`src/rtl/hazard_ctrl.sv`:
```
`default_nettype none
// ============================================================================
// Module      : hazard_ctrl
// Description : Hazard, forwarding and memory-wait controller for the
//               5-stage pipelined ARM core, with saturating perf counters.
// Revision    : 1.0 - initial release
// ============================================================================
module hazard_ctrl #(
  parameter int MAX_WAIT = 64,
  parameter int CNT_W    = 16
) (
  input  logic             clk,
  input  logic             rst,
  input  logic [3:0]       RA1D,
  input  logic [3:0]       RA2D,
  input  logic [3:0]       RA1E,
  input  logic [3:0]       RA2E,
  input  logic [3:0]       WA3E,
  input  logic [3:0]       WA3M,
  input  logic [3:0]       WA3W,
  input  logic             RegWriteE,
  input  logic             RegWriteM,
  input  logic             RegWriteW,
  input  logic             MemToRegE,
  input  logic             PCSrcD,
  input  logic             PCSrcE,
  input  logic             PCSrcM,
  input  logic             PCSrcW,
  input  logic             BranchTakenE,
  input  logic             mem_wait,
  input  logic             clr_stats,
  output logic             StallF,
  output logic             StallD,
  output logic             StallE,
  output logic             StallM,
  output logic             FlushD,
  output logic             FlushE,
  output logic [1:0]       ForwardAE,
  output logic [1:0]       ForwardBE,
  output logic             mem_timeout,
  output logic [CNT_W-1:0] stall_cnt,
  output logic [CNT_W-1:0] flush_cnt
);

  localparam int                WAIT_W      = 16;
  localparam logic [WAIT_W-1:0] c_wait_lim  = WAIT_W'(MAX_WAIT);
  localparam logic [WAIT_W-1:0] c_wait_sat  = '1;
  localparam logic [CNT_W-1:0]  c_cnt_sat   = '1;
  localparam logic [3:0]        c_pc_reg    = 4'd15;

  typedef enum logic [1:0] {
    ST_RUN     = 2'd0,
    ST_WAIT    = 2'd1,
    ST_TIMEOUT = 2'd2
  } state_t;

  state_t              r_state;
  state_t              w_state_next;
  logic [WAIT_W-1:0]   r_wait_cnt;
  logic [WAIT_W-1:0]   w_wait_cnt_next;
  logic                r_mem_timeout;
  logic [CNT_W-1:0]    r_stall_cnt;
  logic [CNT_W-1:0]    r_flush_cnt;
  logic                w_ldr_stall;
  logic                w_pc_pend;
  logic                w_enter_timeout;

  // Memory-stage result is younger than writeback, so it takes precedence.
  function automatic logic [1:0] fwd_sel(input logic [3:0] ra,
                                         input logic       wr_m,
                                         input logic [3:0] wa_m,
                                         input logic       wr_w,
                                         input logic [3:0] wa_w);
    logic [1:0] sel;
    sel = 2'b00;
    if (ra != c_pc_reg) begin
      if (wr_m && (wa_m == ra))
        sel = 2'b10;
      else if (wr_w && (wa_w == ra))
        sel = 2'b01;
    end
    return sel;
  endfunction

  assign w_ldr_stall = MemToRegE && RegWriteE && ((RA1D == WA3E) || (RA2D == WA3E));
  assign w_pc_pend   = PCSrcD | PCSrcE | PCSrcM;

  // wait_cnt counts consecutive mem_wait cycles including the current one.
  always_comb begin
    w_wait_cnt_next = '0;
    w_state_next    = r_state;
    if (mem_wait) begin
      if (r_wait_cnt == c_wait_sat)
        w_wait_cnt_next = r_wait_cnt;
      else
        w_wait_cnt_next = r_wait_cnt + WAIT_W'(1);
    end
    case (r_state)
      ST_RUN: begin
        if (mem_wait)
          w_state_next = ST_WAIT;
      end
      ST_WAIT: begin
        if (!mem_wait)
          w_state_next = ST_RUN;
        else if (w_wait_cnt_next >= c_wait_lim)
          w_state_next = ST_TIMEOUT;
      end
      ST_TIMEOUT: begin
        if (!mem_wait)
          w_state_next = ST_RUN;
      end
      default: w_state_next = ST_RUN;
    endcase
  end

  assign w_enter_timeout = (w_state_next == ST_TIMEOUT) && (r_state != ST_TIMEOUT);

  always_comb begin
    StallF    = 1'b0;
    StallD    = 1'b0;
    StallE    = 1'b0;
    StallM    = 1'b0;
    FlushD    = 1'b0;
    FlushE    = 1'b0;
    ForwardAE = 2'b00;
    ForwardBE = 2'b00;
    if (rst) begin
      ForwardAE = fwd_sel(RA1E, RegWriteM, WA3M, RegWriteW, WA3W);
      ForwardBE = fwd_sel(RA2E, RegWriteM, WA3M, RegWriteW, WA3W);
      if (mem_wait) begin
        // Freeze without bubbles; a pending load-use resolves after release.
        StallF = 1'b1;
        StallD = 1'b1;
        StallE = 1'b1;
        StallM = 1'b1;
      end else begin
        StallF = w_ldr_stall | w_pc_pend;
        StallD = w_ldr_stall;
        FlushE = w_ldr_stall | BranchTakenE;
        FlushD = w_pc_pend | PCSrcW | BranchTakenE;
      end
    end
  end

  always_ff @(posedge clk) begin
    if (!rst) begin
      r_state       <= ST_RUN;
      r_wait_cnt    <= '0;
      r_mem_timeout <= 1'b0;
      r_stall_cnt   <= '0;
      r_flush_cnt   <= '0;
    end else begin
      r_state    <= w_state_next;
      r_wait_cnt <= w_wait_cnt_next;
      if (clr_stats) begin
        r_mem_timeout <= 1'b0;
        r_stall_cnt   <= '0;
        r_flush_cnt   <= '0;
      end else begin
        if (w_enter_timeout)
          r_mem_timeout <= 1'b1;
        if (StallF && (r_stall_cnt != c_cnt_sat))
          r_stall_cnt <= r_stall_cnt + CNT_W'(1);
        if ((FlushD || FlushE) && (r_flush_cnt != c_cnt_sat))
          r_flush_cnt <= r_flush_cnt + CNT_W'(1);
      end
    end
  end

  assign mem_timeout = r_mem_timeout;
  assign stall_cnt   = r_stall_cnt;
  assign flush_cnt   = r_flush_cnt;

endmodule
`default_nettype wire
```
`config.mk`:
```
export PLATFORM = sky130hd
export DESIGN_NAME = hazard_ctrl
export DESIGN_NICKNAME = d
export VERILOG_FILES = /design/src/rtl/hazard_ctrl.sv
export SDC_FILE = /design/constraint.sdc
export NUM_CORES = 1
export LEC_CHECK = 0
export ABC_AREA = 1
export BUFFER_PORTS_ARGS = -buffer_cell sky130_fd_sc_hd__buf_2
export CAP_MARGIN = 30
export CELL_PAD_IN_SITES_DETAIL_PLACEMENT = 1
export CELL_PAD_IN_SITES_GLOBAL_PLACEMENT = 1
export CORE_MARGIN = 2
export CORE_UTILIZATION = 30
export DETAILED_ROUTE_END_ITERATION = 16
export HOLD_SLACK_MARGIN = 0.02
export PLACE_DENSITY = 0.64
export SLEW_MARGIN = 20
export SYNTH_ARGS = -nofsm -noshare
export SYNTH_HDL_FRONTEND = slang
export SYNTH_SLANG_ARGS = --single-unit
```
`constraint.sdc`:
```
create_clock -name clk -period 5.3 [get_ports clk]
set_input_delay 0.795 -clock clk [delete_from_list [all_inputs] [get_ports clk]]
set_output_delay 0.795 -clock clk [all_outputs]
set_load 0.05 [all_outputs]
```
# Word level (Yosys, flattened, before mapping)
# Cells that the tools add are included.
[op_classes] addsub=3 order_cmp=1 n_eq_ne=15 mux=25 n_bitwise=7 n_reduce_logical=13
[op_table] operator="$add 16x1->16 const B" n=3
[op_table] operator="$mux 16" n=2
[op_table] operator="$ne 16x16->1 const B" n=2
[op_table] operator="$eq 4x4->1" n=6
[op_table] operator="$mux 2" n=10
[op_table] operator="$eq 16x16->1 const B" n=1
[op_table] operator="$ge 16x7->1 const B" n=1
[op_table] operator="$mux 1" n=12
[op_table] operator="$logic_and 1x1->1" n=9
[op_table] operator="$ne 4x4->1 const B" n=2
[op_table] operator="$or 1x1->1" n=6
[op_table] operator="$pmux 2 s3" n=1
[op_table] operator="$eq 2x2->1 const B" n=2
[op_table] operator="$eq 2x1->1 const B" n=1
[op_table] operator="$logic_not 2->1" n=1
[op_table] operator="$logic_or 1x1->1" n=2
[op_table] operator="$ne 2x2->1 const B" n=1
[op_table] operator="$reduce_or 2->1" n=1
[op_table] operator="$not 1->1" n=1
[totals] register_bits=51 in_bits=41 elab_cells=69

# Depth between registers and ports, before layout
# Gate-level depths: netlist of the first run.
[depth] word_depth=9 mapped_depth=14 ltp_nobuf=14

# Worst setup path after synthesis of the first run
# OpenSTA, ideal clock, no wires.
[synth_path] kind="input-to-output" startpoint="input port RA1E[0]" endpoint="output port ForwardAE[0]" arrival_time_ns=2.687 t_required_ns=4.505 path_slack_ns=1.818 path_stages=5 path_buffers=0 path_cell_list="inv_1 o22ai_1 a21oi_1 o2111ai_1 nor4_1"
[synth_via] elab_chain_len=6 word_cells_on_any_way=9
[synth_lines] element="start, declared" line_no="16" text="input logic [3:0] RA1E,"
[synth_lines] element="$eq 4x4->1" line_no="79" text="else if (wr_w && (wa_w == ra))"
[synth_lines] element="$logic_and 1x1->1" line_no="79"
[synth_lines] element="$mux 1" line_no="79"
[synth_lines] element="$mux 2" line_no="77" text="if (wr_m && (wa_m == ra))"
[synth_lines] element="$mux 2 (*)" line_no="76" text="if (ra != c_pc_reg) begin"
[synth_lines] element="$mux 2 (*)" line_no="128" text="if (rst) begin"
[synth_lines] element="end, declared" line_no="38" text="output logic [1:0] ForwardAE,"
# Every way passes the cells marked *; elsewhere a longest branch is shown, timed or not.

# Final worst setup path of the first run
[layout_path] startpoint="input port WA3E[0]" endpoint="output port StallF"
[layout_via] elab_chain_len=6 word_cells_on_any_way=7
[layout_lines] element="start, declared" line_no="18" text="input logic [3:0] WA3E,"
[layout_lines] element="$eq 4x4->1" line_no="85" text="assign w_ldr_stall = MemToRegE && RegWriteE && ((RA1D == WA3E) || (RA2D == WA3E));"
[layout_lines] element="$logic_or 1x1->1 (*)" line_no="85"
[layout_lines] element="$logic_and 1x1->1 (*)" line_no="85"
[layout_lines] element="$or 1x1->1 (*)" line_no="138" text="StallF = w_ldr_stall | w_pc_pend;"
[layout_lines] element="$mux 1 (*)" line_no="131" text="if (mem_wait) begin"
[layout_lines] element="$mux 1 (*)" line_no="128"
[layout_lines] element="end, declared" line_no="32" text="output logic StallF,"
# Marked as above.

==> impl_metrics.tcl, run 1 <==
set metrics [dict create \
    grt_start_max_net_pins 30 \
    maxCapViolCount 0 \
    skew_ns 0.00459 \
    htreeDepth 2 \
    p_switching_uw 225 \
    tightest_slew_ns 0.673 \
    path_buf_inv 3 \
    n_fill_cell 1465 \
    avgRoutedWirePerCell_um 13.5 \
    pwr-share-seq 0.476 \
    ant_nets 0 \
    grt_pass1_wl_um 17000 \
    ys_seq_area_frac 0.301 \
    critPathLaunchType "primary input" \
    grt_usage 0.175 \
    fin_crit_ns 2.85 \
    yosysTopAreaCell "dfxtp_1" \
    r2r.worst_path.cells 8 \
    antenna_found_initial 0 \
    post-dp-hpwl_um 7850 \
    pwr_density_cell_nw_per_um2 201 \
    synth.cell_area_um2 3390 \
    dieArea_um2 12200 \
    synth_most_common_cell "nand2_1" \
    cts_setup_buffers 0 \
    synth-edff-count 0 \
    overflow 0 \
    swShare 0.275 \
    finalNetCount 639 \
    p_leak_uw 0.00180 \
    io_pins 84 \
    crit_family "buffers and inverters" \
    worst_slack_ns 2.45 \
    syn_area_per_cell_um2 6.56 \
    n_antenna_cell 0 \
    r2r-start "flush_cnt[0]" \
    yosysWarnings 0 \
    fmax_mhz 350 \
    timing.final.crit_share 0.539 \
    dp_cells 728 \
    die_h_um 110 \
    rsz0062_at_grt "no" \
    cts_buffer_depth 2 \
    ff2ff_setup_slack_ns 2.78 \
    setup_violations 0 \
    cp_max_fo 18 \
    drive_above_1_share 0.198 \
    cts_buffers 5 \
    wl_um 9940 \
    place_congestion 0.868 \
    cts_tree "yes" \
    required_ns 4.51 \
    synthArstFlopShare 0 \
    placed_cell_area_um2 3930 \
    post_cts_resized 0 \
    design_area_um2 4070 \
    slew_violations 0 \
    crit_slowest_cell "buf_2" \
    synth_top_cells_by_count "nand2_1 (119), inv_1 (59), nand3_1 (59), nor2_1 (55), dfxtp_1 (51)" \
    yosysTopAreaCellShare 0.301 \
    clkLatencyLatePin_ns 0.29 \
    r2r_end "flush_cnt[0]" \
    intPower_uw 592 \
    combPwrFrac 0.123 \
    arrival_ns 2.06 \
    netlist_instances 516 \
    clockPowerShare 0.400 \
    vias 3614 \
    worstSetupEndpoint "StallF" \
    synthesis.nets 560 \
    pre_cts_slack_ns 2.42 \
    holdBufCountCts 0 \
    slew_headroom 0.550 \
    critical_path_class "primary input to primary output" \
    synth_cell_types 36 \
    die_w_um 110 \
    synth_ff_type "dfxtp_1" \
    clock-sinks 51 \
    drtPass1Iterations 4 \
    port_buffers 83 \
    core_area_um2 10900 \
    final_cell_count_no_fill 736 \
    peakVddDrop_v 0.000124 \
    fin_setup_tns_ns 0 \
    root_buffer "clkbuf_16" \
    drc_errors 0 \
    slowest_delay_ns 0.31 \
    clk_pin_slew_worst_paths_ns 0.07 \
    rows 38 \
    synth-seq-cells 51 \
    grt_pass1_vias 3667 \
    endpoint_kind "primary output" \
    area_growth_pct 20.2 \
    drt_iter0_markers 73 \
    via_per_inst 4.91 \
    ys_top_cells_by_area "dfxtp_1 (30%), nand2_1 (13%), nand3_1 (8.7%)" \
    cp_common_cell "buf_2" \
    start_util 0.310 \
    critPathLaunch "WA3E[0]" \
    min_path_type "flip-flop to flip-flop" \
    status "complete, no violations" \
    hold_viol 0 \
    path_cells "buf_2 > xnor2_1 > nand4_1 > nand2_1 > nand3_1 > o211ai_2 > buf_4 > buf_2" \
    worst-path-stages 8 \
]
[kinds of logic (layout without fill, tap and decap cells)]
| group | after synthesis | after routing | share of synthesized area |
|---|---|---|---|
| buffers and inverters | 80 | 160 | 0.0931 |
| DFF | 51 | 51 | 0.301 |
| and+or+nand+nor | 280 | 280 | 0.376 |
| AOI/OAI and AO/OA | 59 | 59 | 0.107 |
| xor gates and xnor gates | 43 | 43 | 0.111 |
| adders and majority gates | 3 | 3 | 0.0111 |
[worst reg2reg max path: stages, from the launching register on]
cell,delay (ns)
dfxtp_1,0.42
ha_1,0.28
nand3_1,0.17
nor2_1,0.21
nand3b_1,0.45
nand2_1,0.62
inv_1,0.12
nor2_1,0.11
nor2_1,0.05
[area by class of cell]
class	count	area, um2	area share
flip-flops and latches	51	1020	0.251
clock buffers	5	125	0.0307
multi-input cells	385	2050	0.504
well taps	140	175	0.0430
repair buffers	84	423	0.104
clock inverters	3	20.0	0.00492
inverters	68	255	0.0627
[sequential cells by signal (all words and copies together) (netlist names)]
signal       count
mem_timeout      1
r_state          2
flush_cnt       16
r_wait_cnt      16
stall_cnt       16
[per-stage QoR]
stage	hold WS (ns)	util	total power (uW)
5_1_grt	0.474	0.372	858
4_1_cts	0.447	0.372	837
6_report	0.442	0.372	817
3_3_place_gp	0.434	0.359	498
3_5_place_dp	0.437	0.359	500
2_1_floorplan	0.411	-	462
[power groups by stage]
| stage | Sequential (uW) | Combinational (uW) | Clock, uW |
|---|---|---|---|
| after global placement | 398 | 99.5 | 0 |
| after CTS | 389 | 102 | 345 |
| after global routing | 390 | 112 | 356 |
| after detailed placement | 398 | 102 | 0 |
| final | 389 | 101 | 327 |
| after floorplan | 403 | 59.5 | 0 |
[layer usage]
metal,global-route usage,part of all wire,up-vias
met5,0,0,-
met4,0.0473,0.012,0
met3,0.0259,0.028,9
met2,0.312,0.49,53
met1,0.219,0.47,1714
li1,-,-,1838
[worst min-delay path by stage]
| stage | from | end | slack, ns | depth (start not counted) |
|---|---|---|---|---|
| after floorplan | r_state[1] | r_state[0] | 0.41 | 1 |
| after global placement | r_state[1] | r_state[0] | 0.43 | 1 |
| after detailed placement | r_state[1] | r_state[0] | 0.44 | 1 |
| after CTS | r_state[1] | r_state[0] | 0.45 | 1 |
| after global routing | r_state[1] | r_state[0] | 0.47 | 1 |
| final | r_state[1] | r_state[0] | 0.44 | 1 |
[cells in the final DEF (no fill, tap or decap), types with 2 or more instances in the layout]
| cell type | instances |
|---|---|
| nand3_1 | 59 |
| nor3_1 | 15 |
| o2111ai_1 | 2 |
| buf_2 | 83 |
| a21oi_1 | 28 |
| a21oi_2 | 10 |
| inv_1 | 58 |
| nand2_1 | 119 |
| nand3b_1 | 5 |
| dfxtp_1 | 51 |
| nor2_1 | 55 |
| nand4_1 | 15 |
| o21ai_0 | 9 |
| inv_2 | 9 |
| nor4_1 | 4 |
| xnor2_1 | 22 |
| clkbuf_16 | 5 |
| xor2_1 | 21 |
| o22ai_1 | 5 |
| ha_1 | 3 |
| clkinvlp_4 | 2 |
Power figures use the tool's default switching activity.
==> inputs of run 2 (changes only) <==
Clock period 5.3 ns to 2.76 ns, I/O delays scaled along.
==> run 2 against run 1 <==
Total power rose by 110%. Non-clock buffer count rose by 3. Critical path depth rose by 1. Die area did not move. Sequential cell count did not move. Worst setup slack got worse by 1.8 ns. Clock skew rose by 0.0074 ns. Sequential power rose by 92%. Clock power rose by 130%. Sequential share of layout area fell by 0.30 points. Clock-buffer cell count did not move. Final area rose by 1.2%. Critical endpoint is now stall_cnt[11]. Largest cell class unchanged.
==> impl_metrics.tcl, run 2 (synthesis results as in run 1) <==
set metrics [dict create \
    status "complete, no violations" \
    die_h_um 110 \
    min_path_cells 4 \
    rsz0062_at_grt "no" \
    vias 3602 \
    swShare 0.268 \
    via_per_inst 4.87 \
    critPathLaunchType "flip-flop" \
    peakVddDrop_v 0.000228 \
    place_congestion 0.848 \
    n_antenna_cell 0 \
    drt_iter0_markers 71 \
    slew_headroom 0.604 \
    total_power_uw 1690 \
    area_growth_pct 21.6 \
    cp_max_fo 17 \
    overflow 0 \
    drive_above_1_share 0.200 \
    antenna_found_initial 0 \
    arrival_ns 2.38 \
    clock-sinks 51 \
    cts_tree "yes" \
    grt_pass1_vias 3663 \
    drc_errors 0 \
    required_ns 3.00 \
    post-dp-hpwl_um 7970 \
    port_buffers 83 \
    cts_buffers 5 \
    skew_ns 0.0120 \
    fmax_mhz 467 \
    finish.utilization 0.377 \
    core_area_um2 10900 \
    layout_common_cells "nand2_1 (119), buf_2 (83), inv_1 (59), nand3_1 (59), nor2_1 (55)" \
    pwr_density_cell_nw_per_um2 410 \
    grt_usage 0.179 \
    grt_pass1_wl_um 17300 \
    fin_setup_tns_ns 0 \
    grt_start_max_net_pins 30 \
    dieArea_um2 12200 \
    rows 38 \
    clk_pin_slew_worst_paths_ns 0.08 \
    clockPowerShare 0.441 \
    clkLatencyLatePin_ns 0.31 \
    avgRoutedWirePerCell_um 13.9 \
    cts_setup_buffers 0 \
    slew_violations 0 \
    p_leak_uw 0.00183 \
    drtPass1Iterations 4 \
    r2r.worst_path.cells 9 \
    cts_buffer_depth 2 \
    finalNetCount 642 \
    post_cts_resized 0 \
    endpoint_kind "flip-flop" \
    die_w_um 110 \
    p_switching_uw 453 \
    intPower_uw 1240 \
    io_pins 84 \
    ant_nets 0 \
    timing.final.crit_share 0.775 \
    fin_crit_ns 2.14 \
    placed_cell_area_um2 3950 \
    htreeDepth 2 \
    min_path_type "primary input to flip-flop" \
    root_buffer "clkbuf_16" \
    design_area_um2 4120 \
    maxCapViolCount 0 \
    tightest_slew_ns 0.593 \
    pwr-share-seq 0.442 \
    wl_um 10200 \
    holdBufCountCts 0 \
    hold_viol 0 \
    start_util 0.310 \
    combPwrFrac 0.117 \
    setup_violations 0 \
    final_common_cell "nand2_1" \
    critical_path_class "flip-flop to flip-flop" \
]
-- run 2: final cells by class --
class,count,area [um2]
fill,1465,6820
clock inverter,3,46.3
clock buffer,5,125
sequential,51,1020
inverter,68,255
tap,140,175
multi-input combinational,385,2050
timing repair buffer,87,445
-- run 2: through the flow --
step	worst slack, ns	hold WS (ns)	std cells
after floorplan	0.0400	0.411	516
after global placement	0.661	0.430	731
after detailed placement	0.667	0.446	731
after CTS	0.623	0.456	739
after global routing	0.398	0.486	739
final	0.621	0.449	739
-- run 2: per-layer routing --
layer	routed length, um	GRT usage	share of wire	up-vias
met5	0	0	0	-
met4	184	0.0580	0.018	0
met3	350	0.0335	0.034	14
met2	4810	0.306	0.47	57
met1	4900	0.227	0.48	1682
li1	-	-	-	1849
-- run 2: path summary, 6_finish.rpt --
path,slack [ns],startpoint,end
min reg2reg,0.46,r_state[1],r_state[0]
max,0.62,stall_cnt[0],stall_cnt[11]
min,0.45,clr_stats,stall_cnt[1]
max reg2reg,0.62,stall_cnt[0],stall_cnt[11]
-- run 2: critical path, stage by stage (launching register included) --
cell and delay (ns):
dfxtp_1 0.43, ha_1 0.25, inv_1 0.11, nor4_4 0.35, nand2_2 0.11, nor2_4 0.12
nand3b_4 0.22, nand2_4 0.26, nand2_1 0.10, a21oi_2 0.12
-- run 2: power groups by stage --
stage | registers [uW] | logic [uW] | clock network [uW]
6_report | 747 | 198 | 745
5_1_grt | 748 | 221 | 793
4_1_cts | 747 | 201 | 773
3_5_place_dp | 764 | 200 | 0
3_3_place_gp | 764 | 196 | 0
2_1_floorplan | 773 | 114 | 0
==> inputs of run 3 (changes only) <==
Settings changed: PLACE_DENSITY 0.64 to 0.67.
Clock period 2.76 ns to 1.7 ns, I/O delays scaled along.
==> run 3 against run 2 <==
Total power increased by 53%. Die area unchanged. Critical path type unchanged. Maximum frequency increased by 26%. Hold slack got worse by 0.19 ns. Sequential cell count unchanged. Non-clock buffer count increased by 52. Register-to-register slack got worse by 0.62 ns. Utilization increased by 7.5 points.
==> impl_metrics.tcl, run 3 (synthesis results as in run 1) <==
set metrics [dict create \
    status "complete, no violations" \
    n_antenna_cell 0 \
    total_power_uw 2590 \
    pwr-share-seq 0.462 \
    dieArea_um2 12200 \
    final_common_cell "nand2_1" \
    clockPowerShare 0.384 \
    r2r_end "r_state[0]" \
    htreeDepth 2 \
    root_buffer "clkbuf_16" \
    clk_pin_slew_worst_paths_ns 0.07 \
    final_cell_count_no_fill 791 \
    skew_ns 0.00535 \
    critPathLaunchType "flip-flop" \
    worst_slack_ns 0.00239 \
    vias 3838 \
    ant_nets 0 \
    drive_above_1_share 0.409 \
    p_leak_uw 0.00221 \
    fin_crit_ns 1.70 \
    port_buffers 83 \
    io_pins 84 \
    placed_cell_area_um2 4350 \
    n_fill_cell 1440 \
    drc_errors 0 \
    r2r-start "r_wait_cnt[0]" \
    swShare 0.275 \
    avgRoutedWirePerCell_um 14.6 \
    drt_iter0_markers 100 \
    required_ns 1.93 \
    critical_path_class "flip-flop to flip-flop" \
    rsz0062_at_grt "yes" \
    r2r.worst_path.cells 13 \
    grt_pass1_vias 3968 \
    place_congestion 0.851 \
    critPathLaunch "r_wait_cnt[0]" \
    core_area_um2 10900 \
    setup_violations 0 \
    ff2ff_setup_slack_ns 0.002 \
    combPwrFrac 0.154 \
    wl_um 11500 \
    cp_max_fo 4 \
    start_util 0.310 \
    worstSetupEndpoint "r_state[0]" \
    timing.final.crit_share 0.999 \
    overflow 0 \
    min_path_type "primary input to flip-flop" \
    dp_cells 772 \
    cts_buffer_depth 2 \
    min_from "clr_stats" \
    pre_cts_slack_ns -0.128 \
    grt_start_max_net_pins 29 \
    slew_headroom 0.597 \
    arrival_ns 1.93 \
    clock-sinks 51 \
    fmax_mhz 589 \
    grt_pass1_wl_um 18600 \
    area_growth_pct 45.8 \
    maxCapViolCount 0 \
    antenna_found_initial 0 \
    layout_common_cells "nand2_1 (101), buf_2 (78), inv_1 (56)" \
    grt_usage 0.192 \
    p_switching_uw 713 \
    post-dp-hpwl_um 8810 \
    hold_viol 0 \
    cts_tree "yes" \
    pwr_density_cell_nw_per_um2 525 \
    intPower_uw 1880 \
    cts_buffers 5 \
    clkLatencyLatePin_ns 0.29 \
    tightest_slew_ns 0.601 \
    peakVddDrop_v 0.000339 \
    slew_violations 0 \
    die_h_um 110 \
    design_area_um2 4940 \
    via_per_inst 4.85 \
    drtPass1Iterations 4 \
    die_w_um 110 \
    rows 38 \
    endpoint_kind "flip-flop" \
    finalNetCount 694 \
]
==> run 3: cell count changes in the layout (fill, tap and decap cells not counted), moves of 13 or more <==
cell | previous run | this run
buf_4 | 4 | 53
dfxtp_1 | 51 | 20
dfxtp_2 | 0 | 21
nand2_1 | 119 | 101
nand2_2 | 1 | 17
nand3_1 | 59 | 44
nor2_1 | 55 | 42
==> run 3: per-stage QoR <==
step | utilization | setup TNS, ns | hold WS [ns]
2_1_floorplan | - | -1.10 | 0.411
5_1_grt | 0.452 | -0.920 | 0.272
4_1_cts | 0.420 | -0.00727 | 0.238
3_3_place_gp | 0.397 | -0.0389 | 0.417
3_5_place_dp | 0.397 | -0.352 | 0.441
6_report | 0.452 | 0 | 0.255
==> run 3: worst min path at each step <==
stage | end | slack [ns] | cells past startpoint
after global routing | mem_timeout | 0.27 | 4
final | mem_timeout | 0.25 | 4
after detailed placement | r_state[0] | 0.44 | 1
after floorplan | r_state[0] | 0.41 | 1
after CTS | mem_timeout | 0.24 | 4
after global placement | r_state[0] | 0.42 | 1
==> run 3: worst max-delay path, cell delays in order, from the launching register on <==
cell and delay [ns]:
dfxtp_2 0.36, buf_4 0.15, nand3_4 0.11, nor2_4 0.15
nand2_1 0.07, nand2_1 0.10, nand3_2 0.12, nand2_1 0.09
nand2_1 0.07, nor2_2 0.13, nand2_2 0.08, nand2_1 0.07
nand2_1 0.05, nor2_1 0.09
==> run 3: what timing repair did <==
action	4_1_cts	5_1_grt
hold buffers	0	0
resized for setup	32	69
buffers inserted	1	9
endpoints found under the setup margin	11	28
pin swaps	11	18
cloned	0	1
==> run 3: metal layers <==
layer	GRT usage	part of all wire	vias up
met2	0.371	0.54	48
met5	0	0	-
met4	0.0429	0.015	0
met3	0.0270	0.023	15
li1	-	-	1951
met1	0.222	0.43	1824
==> run 3: power groups by stage <==
stage               clock network, uW  registers, uW  logic [uW]
floorplan                           0           1250         196
global placement                    0           1230         352
detailed placement                  0           1230         361
CTS                              1030           1210         369
global route                     1080           1200         439
finish                            994           1200         399
==> run 3: layout make-up <==
cell class	instances	area (um2)	area share
repair buffers	139	901	0.182
clock inverters	3	15.0	0.00304
clock buffers	5	125	0.0253
well taps	140	175	0.0355
flip-flops and latches	51	1080	0.220
inverters	68	265	0.0537
multi-input cells	385	2370	0.480
